--- config.mk ---
export PLATFORM = sky130hd
export DESIGN_NAME = vga_timing_640_480
export DESIGN_NICKNAME = d
export VERILOG_FILES = /design/src/rtl/vga_timing_640_480.sv
export SDC_FILE = /design/constraint.sdc
export NUM_CORES = 1
export LEC_CHECK = 0
export ABC_AREA = 1
export CAP_MARGIN = 40
export CELL_PAD_IN_SITES_DETAIL_PLACEMENT = 1
export CELL_PAD_IN_SITES_GLOBAL_PLACEMENT = 1
export CORE_MARGIN = 2
export CORE_UTILIZATION = 42
export CTS_CLUSTER_DIAMETER = 60
export DETAILED_ROUTE_END_ITERATION = 8
export HOLD_SLACK_MARGIN = 0.12
export PLACE_DENSITY = 0.92
export SYNTH_ARGS = -nofsm -noshare
export SYNTH_HDL_FRONTEND = slang
export SYNTH_SLANG_ARGS = --single-unit
--- constraint.sdc ---
create_clock -name clk -period 3.4 [get_ports clk]
set_input_delay 0.68 -clock clk [delete_from_list [all_inputs] [get_ports clk]]
set_output_delay 0.68 -clock clk [all_outputs]
set_load 0.02 [all_outputs]
--- src/rtl/vga_timing_640_480.sv ---
// 640x480@60 raster timing generator: pixel tick, h/v position counters, sync/active decode.
// Define VGA_TIMING_FRAME_CNT_EN to add the 16-bit o_frame_cnt frame counter output.
module vga_timing_640_480 #(
  parameter int CLK_DIV   = 4,
  parameter int H_VISIBLE = 640,
  parameter int H_FP      = 16,
  parameter int H_SYNC    = 96,
  parameter int H_BP      = 48,
  parameter int V_VISIBLE = 480,
  parameter int V_FP      = 10,
  parameter int V_SYNC    = 2,
  parameter int V_BP      = 33
) (
  input  logic        clk,
  input  logic        i_sclr_n,
  output logic        o_px_clk,
  output logic        o_hsync_en,
  output logic        o_vsync_en,
  output logic        o_haddr_en,
  output logic        o_vaddr_en,
  output logic [9:0]  o_hidx,
  output logic [9:0]  o_vidx,
  output logic        o_vga_hsync,
  output logic        o_vga_vsync,
  output logic        o_frame_start
`ifdef VGA_TIMING_FRAME_CNT_EN
  ,
  output logic [15:0] o_frame_cnt
`endif
);

  localparam int H_TOTAL = H_VISIBLE + H_FP + H_SYNC + H_BP;
  localparam int V_TOTAL = V_VISIBLE + V_FP + V_SYNC + V_BP;
  localparam int DIV_W   = (CLK_DIV > 2) ? $clog2(CLK_DIV) : 1;

  localparam logic [DIV_W-1:0] DIV_LAST = DIV_W'(CLK_DIV - 1);
  localparam logic [9:0] H_LAST     = 10'(H_TOTAL - 1);
  localparam logic [9:0] H_VIS_END  = 10'(H_VISIBLE);
  localparam logic [9:0] H_SYNC_BEG = 10'(H_VISIBLE + H_FP);
  localparam logic [9:0] H_SYNC_END = 10'(H_VISIBLE + H_FP + H_SYNC);
  localparam logic [9:0] V_LAST     = 10'(V_TOTAL - 1);
  localparam logic [9:0] V_VIS_END  = 10'(V_VISIBLE);
  localparam logic [9:0] V_SYNC_BEG = 10'(V_VISIBLE + V_FP);
  localparam logic [9:0] V_SYNC_END = 10'(V_VISIBLE + V_FP + V_SYNC);

  logic [DIV_W-1:0] div;
  logic [9:0]       hcount;
  logic [9:0]       vcount;
  logic             frame_wrap;

  logic tick;
  logic h_last;
  logic v_last;
  logic h_vis;
  logic v_vis;
  logic h_sync;
  logic v_sync;

  assign tick   = (div == DIV_LAST);
  assign h_last = (hcount == H_LAST);
  assign v_last = (vcount == V_LAST);
  assign h_vis  = (hcount < H_VIS_END);
  assign v_vis  = (vcount < V_VIS_END);
  assign h_sync = (hcount >= H_SYNC_BEG) && (hcount < H_SYNC_END);
  assign v_sync = (vcount >= V_SYNC_BEG) && (vcount < V_SYNC_END);

  // NOTE: registers use non-blocking assignments so every flop samples pre-edge values.
  always_ff @(posedge clk) begin
    if (!i_sclr_n) begin
      div        <= '0;
      hcount     <= '0;
      vcount     <= '0;
      frame_wrap <= 1'b0;
    end else begin
      // Marks the edge where the counters return to (0,0) after a complete frame.
      frame_wrap <= tick && h_last && v_last;
      if (tick) begin
        div <= '0;
        if (h_last) begin
          hcount <= '0;
          vcount <= v_last ? '0 : vcount + 10'd1;
        end else begin
          hcount <= hcount + 10'd1;
        end
      end else begin
        div <= div + DIV_W'(1);
      end
    end
  end

  // Outputs are a registered view of the counters, one clk behind them.
  always_ff @(posedge clk) begin
    if (!i_sclr_n) begin
      o_px_clk      <= 1'b0;
      o_hsync_en    <= 1'b0;
      o_vsync_en    <= 1'b0;
      o_haddr_en    <= 1'b0;
      o_vaddr_en    <= 1'b0;
      o_hidx        <= '0;
      o_vidx        <= '0;
      o_vga_hsync   <= 1'b1;
      o_vga_vsync   <= 1'b1;
      o_frame_start <= 1'b0;
    end else begin
      o_px_clk      <= tick;
      o_hsync_en    <= h_sync;
      o_vsync_en    <= v_sync;
      o_haddr_en    <= h_vis;
      o_vaddr_en    <= v_vis;
      o_hidx        <= hcount;
      o_vidx        <= vcount;
      o_vga_hsync   <= ~h_sync;
      o_vga_vsync   <= ~v_sync;
      o_frame_start <= frame_wrap;
    end
  end

`ifdef VGA_TIMING_FRAME_CNT_EN
  always_ff @(posedge clk) begin
    if (!i_sclr_n) begin
      o_frame_cnt <= '0;
    end else if (frame_wrap) begin
      o_frame_cnt <= o_frame_cnt + 16'd1;
    end
  end
`endif

endmodule

# --- Word-level counts from Yosys, hierarchy flattened ---
# Index checks and enable logic that the tools add are counted.
classes:
  add_sub_neg: 3
  order_cmp: 6
  eq_ne: 3
  muxes: 2
  bitwise_logic: 3
  reduce_logical: 6
op_table:
  columns: ["operator", "n"]
  rows:
  - ["$add 10x1->10 const B", 2]
  - ["$eq 10x10->1 const B", 2]
  - ["$lt 10x10->1 const B", 2]
  - ["$lt 10x9->1 const B", 2]
  - ["$mux 10", 2]
  - ["$ge 10x10->1 const B", 1]
  - ["$ge 10x9->1 const B", 1]
  - ["$logic_and 1x1->1", 4]
  - ["$not 1->1", 3]
  - ["$add 2x1->2 const B", 1]
  - ["$eq 2x2->1 const B", 1]
  - ["$reduce_and 2->1", 1]
  - ["$reduce_or 2->1", 1]
totals:
  regBits: 51
  in_bits: 2
  out_inout_bits: 28
  word_cells: 37

# --- Logic depth before layout (Yosys ltp) ---
# Gate-level depths: netlist (run 1).
logic_depth:
  ltp_word: 3
  ltp_mapped: 9
  mapped_depth_nobuf: 9

# --- Worst setup path before layout (run 1) ---
# No wires, ideal clock.
synth_timing:
  path_type: "register to register"
  start: "reg hcount[0]"
  end: "reg vcount[0]"
  setup_time_ns: 0.118
  t_arrival_ns: 1.227
  required_time_ns: 3.282
  setup_slack_ns: 2.055
  path_stages_with_launch: 8
  n_path_buf: 1
  synth_period_minus_slack_ns: 1.345
  path_cell_list: "dfxtp_1 > ha_1 > nand2_1 > nor2_2 > nand4_4 > buf_6 > o21ai_2 > a21oi_1"
synth_via:
  elab_chain_len: 2
synth_rtl:
  columns: ["element", "line", "rtl"]
  rows:
  - ["start: declaration", "47", "logic [9:0] hcount;"]
  - ["start signal: assignment", "83", "hcount <= hcount + 10'd1;"]
  - ["$eq 10x10->1", "60", "assign h_last = (hcount == H_LAST);"]
  - ["$reduce_and 2->1 (no line)", null, null]
  - ["end signal: assignment", "81", "vcount <= v_last ? '0 : vcount + 10'd1;"]
  - ["end: declaration", "48", "logic [9:0] vcount;"]
# Every way passes these cells.
# A chain may end at the register's enable or synchronous reset.

==> out/metrics.cfg, run 1 <==
[logic_synthesis]
netlist.top_cell.by_area=sky130_fd_sc_hd__dfxtp_1
async_sr_flop_fraction_pct=0
netlist_instances=257
ys.warnings.count=0
syn_nets=264
mappedNetlistArea_sq_um=2030
synth.area.top_cells=sky130_fd_sc_hd__dfxtp_1 50%, sky130_fd_sc_hd__nand2_1 12%, sky130_fd_sc_hd__inv_1 8.9%, sky130_fd_sc_hd__nor2_1 4.4%, sky130_fd_sc_hd__ha_1 3.1%
post_synth.cell_area_avg_sq_um=7.90
top_area_cell_type_share_of_the_netlist_area_pct=50.3
seq_area_frac_synth_pct=50.3
synth_enable_flop_cells=0
synth.lib_cells_used.distinct=33
synthFlopType=sky130_fd_sc_hd__dfxtp_1
synth-seq-cells=51

[cts]
cts.reportedPaths.clkPinSlew_ns=0.09
hold_buffers=0
cts_resized=0
clockRootBuffer=sky130_fd_sc_hd__clkbuf_8
clk_latency_ns=0.30
clock-sinks=51
post_cts.repair.setup_buffers=0
htree_levels=2
cts_max_path_buffers=2
cts_tree=built
cts-buffers-inserted=5

[grt]
grt_antenna_before_repair=0
remaining_global_route_overflow=0
first_global_vias=1594
globalRouteTotalUtil_pct=18.1
grt_start_max_net_pins=19
wire_length_of_the_first_global_routing_pass_um=7400

[power_and_ir_drop]
seq_power_share_pct=61.9
total_power_uw=978
power_switching_uw=220
intPower_uw=759
combinationalPowerShare_pct=3.4
standby_leakage_power_uw=0.00115
clock_network_fraction_of_design_power_pct=34.8
power_switching_share_pct=22.5
power.ir.vdd_worst_mv=0.172
ratio_of_total_power_to_cell_area_nw_per_um2=400

[floorplanning]
die_width_um=73.5
num_rows=25
fp.dieH_um=73.5
initial_utilization_pct=43.3
die_area_sq_um=5410
design.core.area_sq_um=4690
num_io_pins=30

[layout]
most-common-layout-cells=63 x sky130_fd_sc_hd__nand2_1, 51 x sky130_fd_sc_hd__dfxtp_1, 48 x sky130_fd_sc_hd__inv_1, 29 x sky130_fd_sc_hd__clkdlybuf4s50_1, 24 x sky130_fd_sc_hd__nor2_1
insertedDiodeCount=0
final_nets=295
most_common_cell_after_layout_fill_and_taps_aside=sky130_fd_sc_hd__nand2_1
final_cells=343
syn_to_layout_area_delta_pct=20.4
utilization_pct=52.1
layout-drive-gt1-share_pct=8.65

[sta]
setup_viol_count_final=0
grt_setup_unrepaired=false
timing_hold_violations_final=0
finalCritPeriodShare_pct=57.1
final-max-slew-violation-count=0
totalNegativeSetupSlack_ns=0
fmax_mhz=515
clock-skew-final_ns=0.00320
slew_at_the_pin_with_the_worst_max_slew_slack_ns=0.469
timing.final.crit_period_ns=1.94
slew_headroom_pct=68.6

[drt]
starting_drt_drc_count=49
detail-route-antenna-nets=0
route.vias.total=1661
detail_route.vias_per_cell=4.84
finalWirelength_um=4510
detail_route.drc_violations=0
drt_pass1_iterations=4
detail_route.wl_per_cell_um=13.1

[setup_path]
timing.reg2reg.worst_path_depth=8
critical_path_data_arrival_time_ns=2.19
setup.worst_path.start_class=input pin
critical-path-slowest-cell=sky130_fd_sc_hd__clkdlybuf4s50_1
cpPeakStageDelay_ns=0.76
path_depth=5
cp_max_fo=12
setup.worst_path.end_class=flop
setup_cp_type=in -> reg
cpLargestDelayFamily=buffers and inverters
worstPathCellList=clkdlybuf4s50_1 > inv_1 > nor2_1 > nand2_1 > nor2_1
critical-path-top-cell-by-count=sky130_fd_sc_hd__nor2_1
worst-path-buf-inv=2
cp.required_ns=3.65

[flow_run]
maxCapViolations=0

[place]
gp_congestion=0.824
buffer_ports.inserted=29
dp_hpwl_um=3330
placed_cells_incl_taps=335

[run_status]
run_status=complete, no violations

[worst_hold_path]
hold_class=reg -> reg
timing.hold.worst_path_depth=1

cell type report:
cell class                 instances  area, sq um
sequential                        51         1020
multi-input combinational        150          788
timing repair buffer              30          298
inverter                          50          189
fill                             611         2250
clock buffer                       7         76.3
clock inverter                     1         5.00
tap                               54         67.6
worst reg2reg max path, stage by stage (launching register included):
cell and delay [ns]:
sky130_fd_sc_hd__dfxtp_1 0.39, sky130_fd_sc_hd__ha_1 0.21, sky130_fd_sc_hd__nand2_1 0.12, sky130_fd_sc_hd__nor2_2 0.17
sky130_fd_sc_hd__nand4_4 0.27, sky130_fd_sc_hd__nand2_1 0.30, sky130_fd_sc_hd__inv_1 0.07, sky130_fd_sc_hd__nand2_1 0.08
sky130_fd_sc_hd__nor2_1 0.04
layer usage:
metal | track usage [%] | wire [um] | vias up
li1 | - | - | 841
met1 | 20.8 | 1990 | 781
met5 | 0 | 0 | -
met2 | 32.2 | 2310 | 30
met4 | 7.27 | 104 | 0
met3 | 4.12 | 107 | 9
logic make-up (layout without fill, tap and decap cells):
logic type | count (synthesis) | count (layout) | synth area share (%)
compound gates | 18 | 18 | 4.81
simple gates | 122 | 122 | 28.8
flops | 51 | 51 | 50.3
xor+xnor | 5 | 5 | 2.16
buf+inv | 56 | 88 | 10.9
fa+ha+maj | 5 | 5 | 3.08
final timing paths:
kind	from	to	slack, ns
worst max register to register	hcount[1]$_SDFFE_PN0P_	hcount[9]$_SDFFE_PN0P_	1.65
worst min register to register	div[0]$_SDFF_PP0_	div[0]$_SDFF_PP0_	0.43
worst max-delay path	i_sclr_n	vcount[8]$_SDFFE_PN0P_	1.46
worst min-delay path	div[0]$_SDFF_PP0_	div[0]$_SDFF_PP0_	0.43
cell usage after synthesis (3+ instances only):
library cell / number
sky130_fd_sc_hd__ha_1: 5
sky130_fd_sc_hd__nor2_2: 4
sky130_fd_sc_hd__nand2_1: 63
sky130_fd_sc_hd__nand3_1: 12
sky130_fd_sc_hd__xor2_1: 4
sky130_fd_sc_hd__nor2_1: 24
sky130_fd_sc_hd__inv_1: 48
sky130_fd_sc_hd__nor3_1: 3
sky130_fd_sc_hd__o21ai_0: 4
sky130_fd_sc_hd__dfxtp_1: 51
sky130_fd_sc_hd__a21oi_1: 10
through the flow:
| step | cell area (sq um) | hold WS, ns | worst slack [ns] |
|---|---|---|---|
| finish | 2440 | 0.427 | 1.46 |
| floorplan | 2030 | 0.390 | 2.06 |
| CTS | 2440 | 0.434 | 1.44 |
| global placement | 2360 | 0.402 | 1.22 |
| global route | 2440 | 0.459 | 1.29 |
| detailed placement | 2360 | 0.417 | 1.13 |
registers in the layout, summed over array words and instances (netlist names), 2 cells and up:
| name | count |
|---|---|
| hcount | 10 |
| o_hidx | 10 |
| o_vidx | 10 |
| vcount | 10 |
| div | 2 |
power by group through the flow:
stage,Sequential [uW],Clock [uW],Combinational [uW]
6_report,605,340,32.8
5_1_grt,606,367,36.8
4_1_cts,606,343,33.4
3_5_place_dp,620,0,33.0
3_3_place_gp,620,0,31.0
2_1_floorplan,622,0,19.1
Power figures use the tool's default switching activity.
==> run 2: changes to the inputs <==
--- a/config.mk
+++ b/config.mk
@@ -10,11 +10,11 @@
 export CELL_PAD_IN_SITES_DETAIL_PLACEMENT = 1
 export CELL_PAD_IN_SITES_GLOBAL_PLACEMENT = 1
 export CORE_MARGIN = 2
-export CORE_UTILIZATION = 42
+export CORE_UTILIZATION = 35
 export CTS_CLUSTER_DIAMETER = 60
 export DETAILED_ROUTE_END_ITERATION = 8
 export HOLD_SLACK_MARGIN = 0.12
-export PLACE_DENSITY = 0.92
+export PLACE_DENSITY = 0.83
 export SYNTH_ARGS = -nofsm -noshare
 export SYNTH_HDL_FRONTEND = slang
 export SYNTH_SLANG_ARGS = --single-unit
==> constraint.sdc (replaced) <==
create_clock -name clk -period 1.7 [get_ports clk]
set_input_delay 0.34 -clock clk [delete_from_list [all_inputs] [get_ports clk]]
set_output_delay 0.34 -clock clk [all_outputs]
set_load 0.02 [all_outputs]
==> out/metrics.cfg, run 2 (synthesized netlist as in run 1, its figures left out) <==
[drt]
finalWirelength_um=4340  ; was 4510 um
starting_drt_drc_count=35  ; was 49
detail-route-antenna-nets=0  ; unchanged
detail_route.drc_violations=0  ; unchanged
route.vias.total=1696  ; was 1661
detail_route.wl_per_cell_um=11.7  ; was 13.1 um
drt_pass1_iterations=4  ; unchanged
detail_route.vias_per_cell=4.57  ; was 4.84

[floorplanning]
initial_utilization_pct=36.7  ; was 43.3%
num_rows=27  ; was 25
fp.dieH_um=80.2  ; was 73.5 um
die_area_sq_um=6430  ; was 5410 sq um
num_io_pins=30  ; unchanged
die_width_um=80.2  ; was 73.5 um
design.core.area_sq_um=5540  ; was 4690 sq um

[setup_path]
cp.required_ns=1.36  ; was 3.65 ns
setup.worst_path.start_class=flop  ; was input pin
worst-path-buf-inv=1  ; was 2
r2r-end=vcount[2]$_SDFFE_PN0P_  ; was hcount[9]$_SDFFE_PN0P_
timing.reg2reg.worst_path_depth=7  ; was 8
setup_cp_type=reg -> out  ; was in -> reg
cpLargestDelayFamily=buffers and inverters  ; unchanged
critical-path-slowest-cell=sky130_fd_sc_hd__clkdlybuf4s50_1  ; unchanged
regToRegSetupSlack_ns=0.16  ; was 1.65 ns
setup.worst_path.end_class=primary output  ; was flop
r2r-start=hcount[1]$_SDFFE_PN0P_  ; unchanged
cpPeakStageDelay_ns=0.60  ; was 0.76 ns
worstPathCellList=clkdlybuf4s50_1  ; was clkdlybuf4s50_1 > inv_1 > nor2_1 > nand2_1 > nor2_1
cp_max_fo=1  ; was 12
critical_path_data_arrival_time_ns=1.23  ; was 2.19 ns

[layout]
insertedDiodeCount=0  ; unchanged
most-common-layout-cells=63 x sky130_fd_sc_hd__nand2_1, 51 x sky130_fd_sc_hd__dfxtp_1, 48 x sky130_fd_sc_hd__inv_1, 29 x sky130_fd_sc_hd__clkdlybuf4s50_1, 24 x sky130_fd_sc_hd__nor2_1  ; unchanged
layout-drive-gt1-share_pct=12.0  ; was 8.65%
final_nets=306  ; was 295
syn_to_layout_area_delta_pct=27.2  ; was 20.4%
utilization_pct=46.6  ; was 52.1%
fin_area_sq_um=2580  ; was 2440 sq um
most_common_cell_after_layout_fill_and_taps_aside=sky130_fd_sc_hd__nand2_1  ; unchanged
final_cells=371  ; was 343

[place]
buffer_ports.inserted=29  ; unchanged
placed_cells_incl_taps=361  ; was 335
gp_congestion=0.874  ; was 0.824
dp_hpwl_um=3050  ; was 3330 um
post_place_cell_area_sq_um=2450  ; was 2360 sq um

[cts]
clock-sinks=51  ; unchanged
cts_tree=built  ; unchanged
cts-buffers-inserted=5  ; unchanged
htree_levels=2  ; unchanged
clk_latency_ns=0.31  ; was 0.30 ns
cts_max_path_buffers=2  ; unchanged
clockRootBuffer=sky130_fd_sc_hd__clkbuf_8  ; unchanged
cts.reportedPaths.clkPinSlew_ns=0.09  ; about the same
hold_buffers=0  ; unchanged

[worst_hold_path]
hold_class=reg -> reg  ; unchanged
timing.hold.worst_path_depth=2  ; was 1
worst_case_hold_path_end_point=o_frame_start$_SDFF_PN0_  ; was div[0]$_SDFF_PP0_
hold_path_startpoint=frame_wrap$_SDFF_PN0_  ; was div[0]$_SDFF_PP0_

[power_and_ir_drop]
clock_network_fraction_of_design_power_pct=39.1  ; was 34.8%
power_switching_uw=441  ; was 220 uW
power_switching_share_pct=21.0  ; was 22.5%
standby_leakage_power_uw=0.00121  ; was 0.00115 uW
combinationalPowerShare_pct=3.3  ; was 3.4%
seq_power_share_pct=57.6  ; was 61.9%
power.ir.vdd_worst_mv=0.317  ; was 0.172 mV
ratio_of_total_power_to_cell_area_nw_per_um2=814  ; was 400 nW/um^2
intPower_uw=1660  ; was 759 uW

[sta]
timing_hold_violations_final=0  ; unchanged
slew_at_the_pin_with_the_worst_max_slew_slack_ns=0.424  ; was 0.469 ns
timing.final.crit_period_ns=1.57
slew_headroom_pct=71.7  ; was 68.6%
setup_viol_count_final=0  ; unchanged
grt_setup_unrepaired=false  ; unchanged
totalNegativeSetupSlack_ns=0  ; unchanged
fmax_mhz=636
clock-skew-final_ns=0.00964  ; was 0.00320 ns
final-max-slew-violation-count=0  ; unchanged
finalCritPeriodShare_pct=92.4

[grt]
grt_antenna_before_repair=0  ; unchanged
grt_start_max_net_pins=15  ; was 19
wire_length_of_the_first_global_routing_pass_um=7010  ; was 7400 um
first_global_vias=1616  ; was 1594
globalRouteTotalUtil_pct=14.2  ; was 18.1%
remaining_global_route_overflow=0  ; unchanged

[run_status]
run_status=complete, no violations  ; unchanged

[flow_run]
maxCapViolations=0  ; unchanged

==> run 2: cell count changes in the layout (fill, tap and decap cells not counted), sizes merged <==
cell    change
clkbuf      -1
inv         +1
nand4       +1
buf        +10
clkinv      -2
bufinv      +1
==> run 2: per-layer routing <==
layer  share of wire [%]  GRT usage (%)
met1                  47           17.1
met2                  48           24.0
met3                 2.7           3.37
met4                 2.2           6.10
met5                   0              0
==> run 2: area by class of cell <==
cell class,instances,area (sq um)
multi-input cells,151,806
clock buffers,6,72.6
fillers,686,2960
inverters,50,190
well taps,72,90.1
repair buffers,40,373
clock inverters,1,30.0
flip-flops and latches,51,1020
==> run 2: per-stage QoR <==
step / total power [uW] / worst slack, ns / hold WS, ns
floorplan: 1280 / 0.355 / 0.390
global placement: 1310 / 0.172 / 0.404
detailed placement: 1310 / 0.0659 / 0.409
CTS: 2110 / 0.0689 / 0.426
global route: 2170 / 0.00496 / 0.457
finish: 2100 / 0.128 / 0.418
==> run 2: repair_timing <==
action                                  CTS  global route
endpoints found under the setup margin    0            11
gates resized for setup                   0             2
buffers inserted                          0             2
==> run 2: power groups by stage <==
stage / logic [uW] / registers [uW] / clock network, uW
after floorplan: 38.2 / 1240 / 0
after global placement: 66.6 / 1240 / 0
after detailed placement: 69.0 / 1240 / 0
after CTS: 69.2 / 1210 / 833
after global routing: 76.8 / 1210 / 879
final: 69.1 / 1210 / 823
==> run 2: worst max-delay path by stage <==
stage                                start                     end  slack, ns  depth (start not counted)
global placement                  i_sclr_n  vcount[6]$_SDFFE_PN0P_       0.17                          5
global route        hcount[1]$_SDFFE_PN0P_  vcount[9]$_SDFFE_PN0P_      0.005                          8
floorplan           hcount[0]$_SDFFE_PN0P_  vcount[0]$_SDFFE_PN0P_       0.36                          7
detailed placement                i_sclr_n  vcount[8]$_SDFFE_PN0P_       0.07                          5
finish                 o_px_clk$_SDFF_PN0_                o_px_clk       0.13                          1
CTS                 hcount[1]$_SDFFE_PN0P_  hcount[9]$_SDFFE_PN0P_       0.07                          8
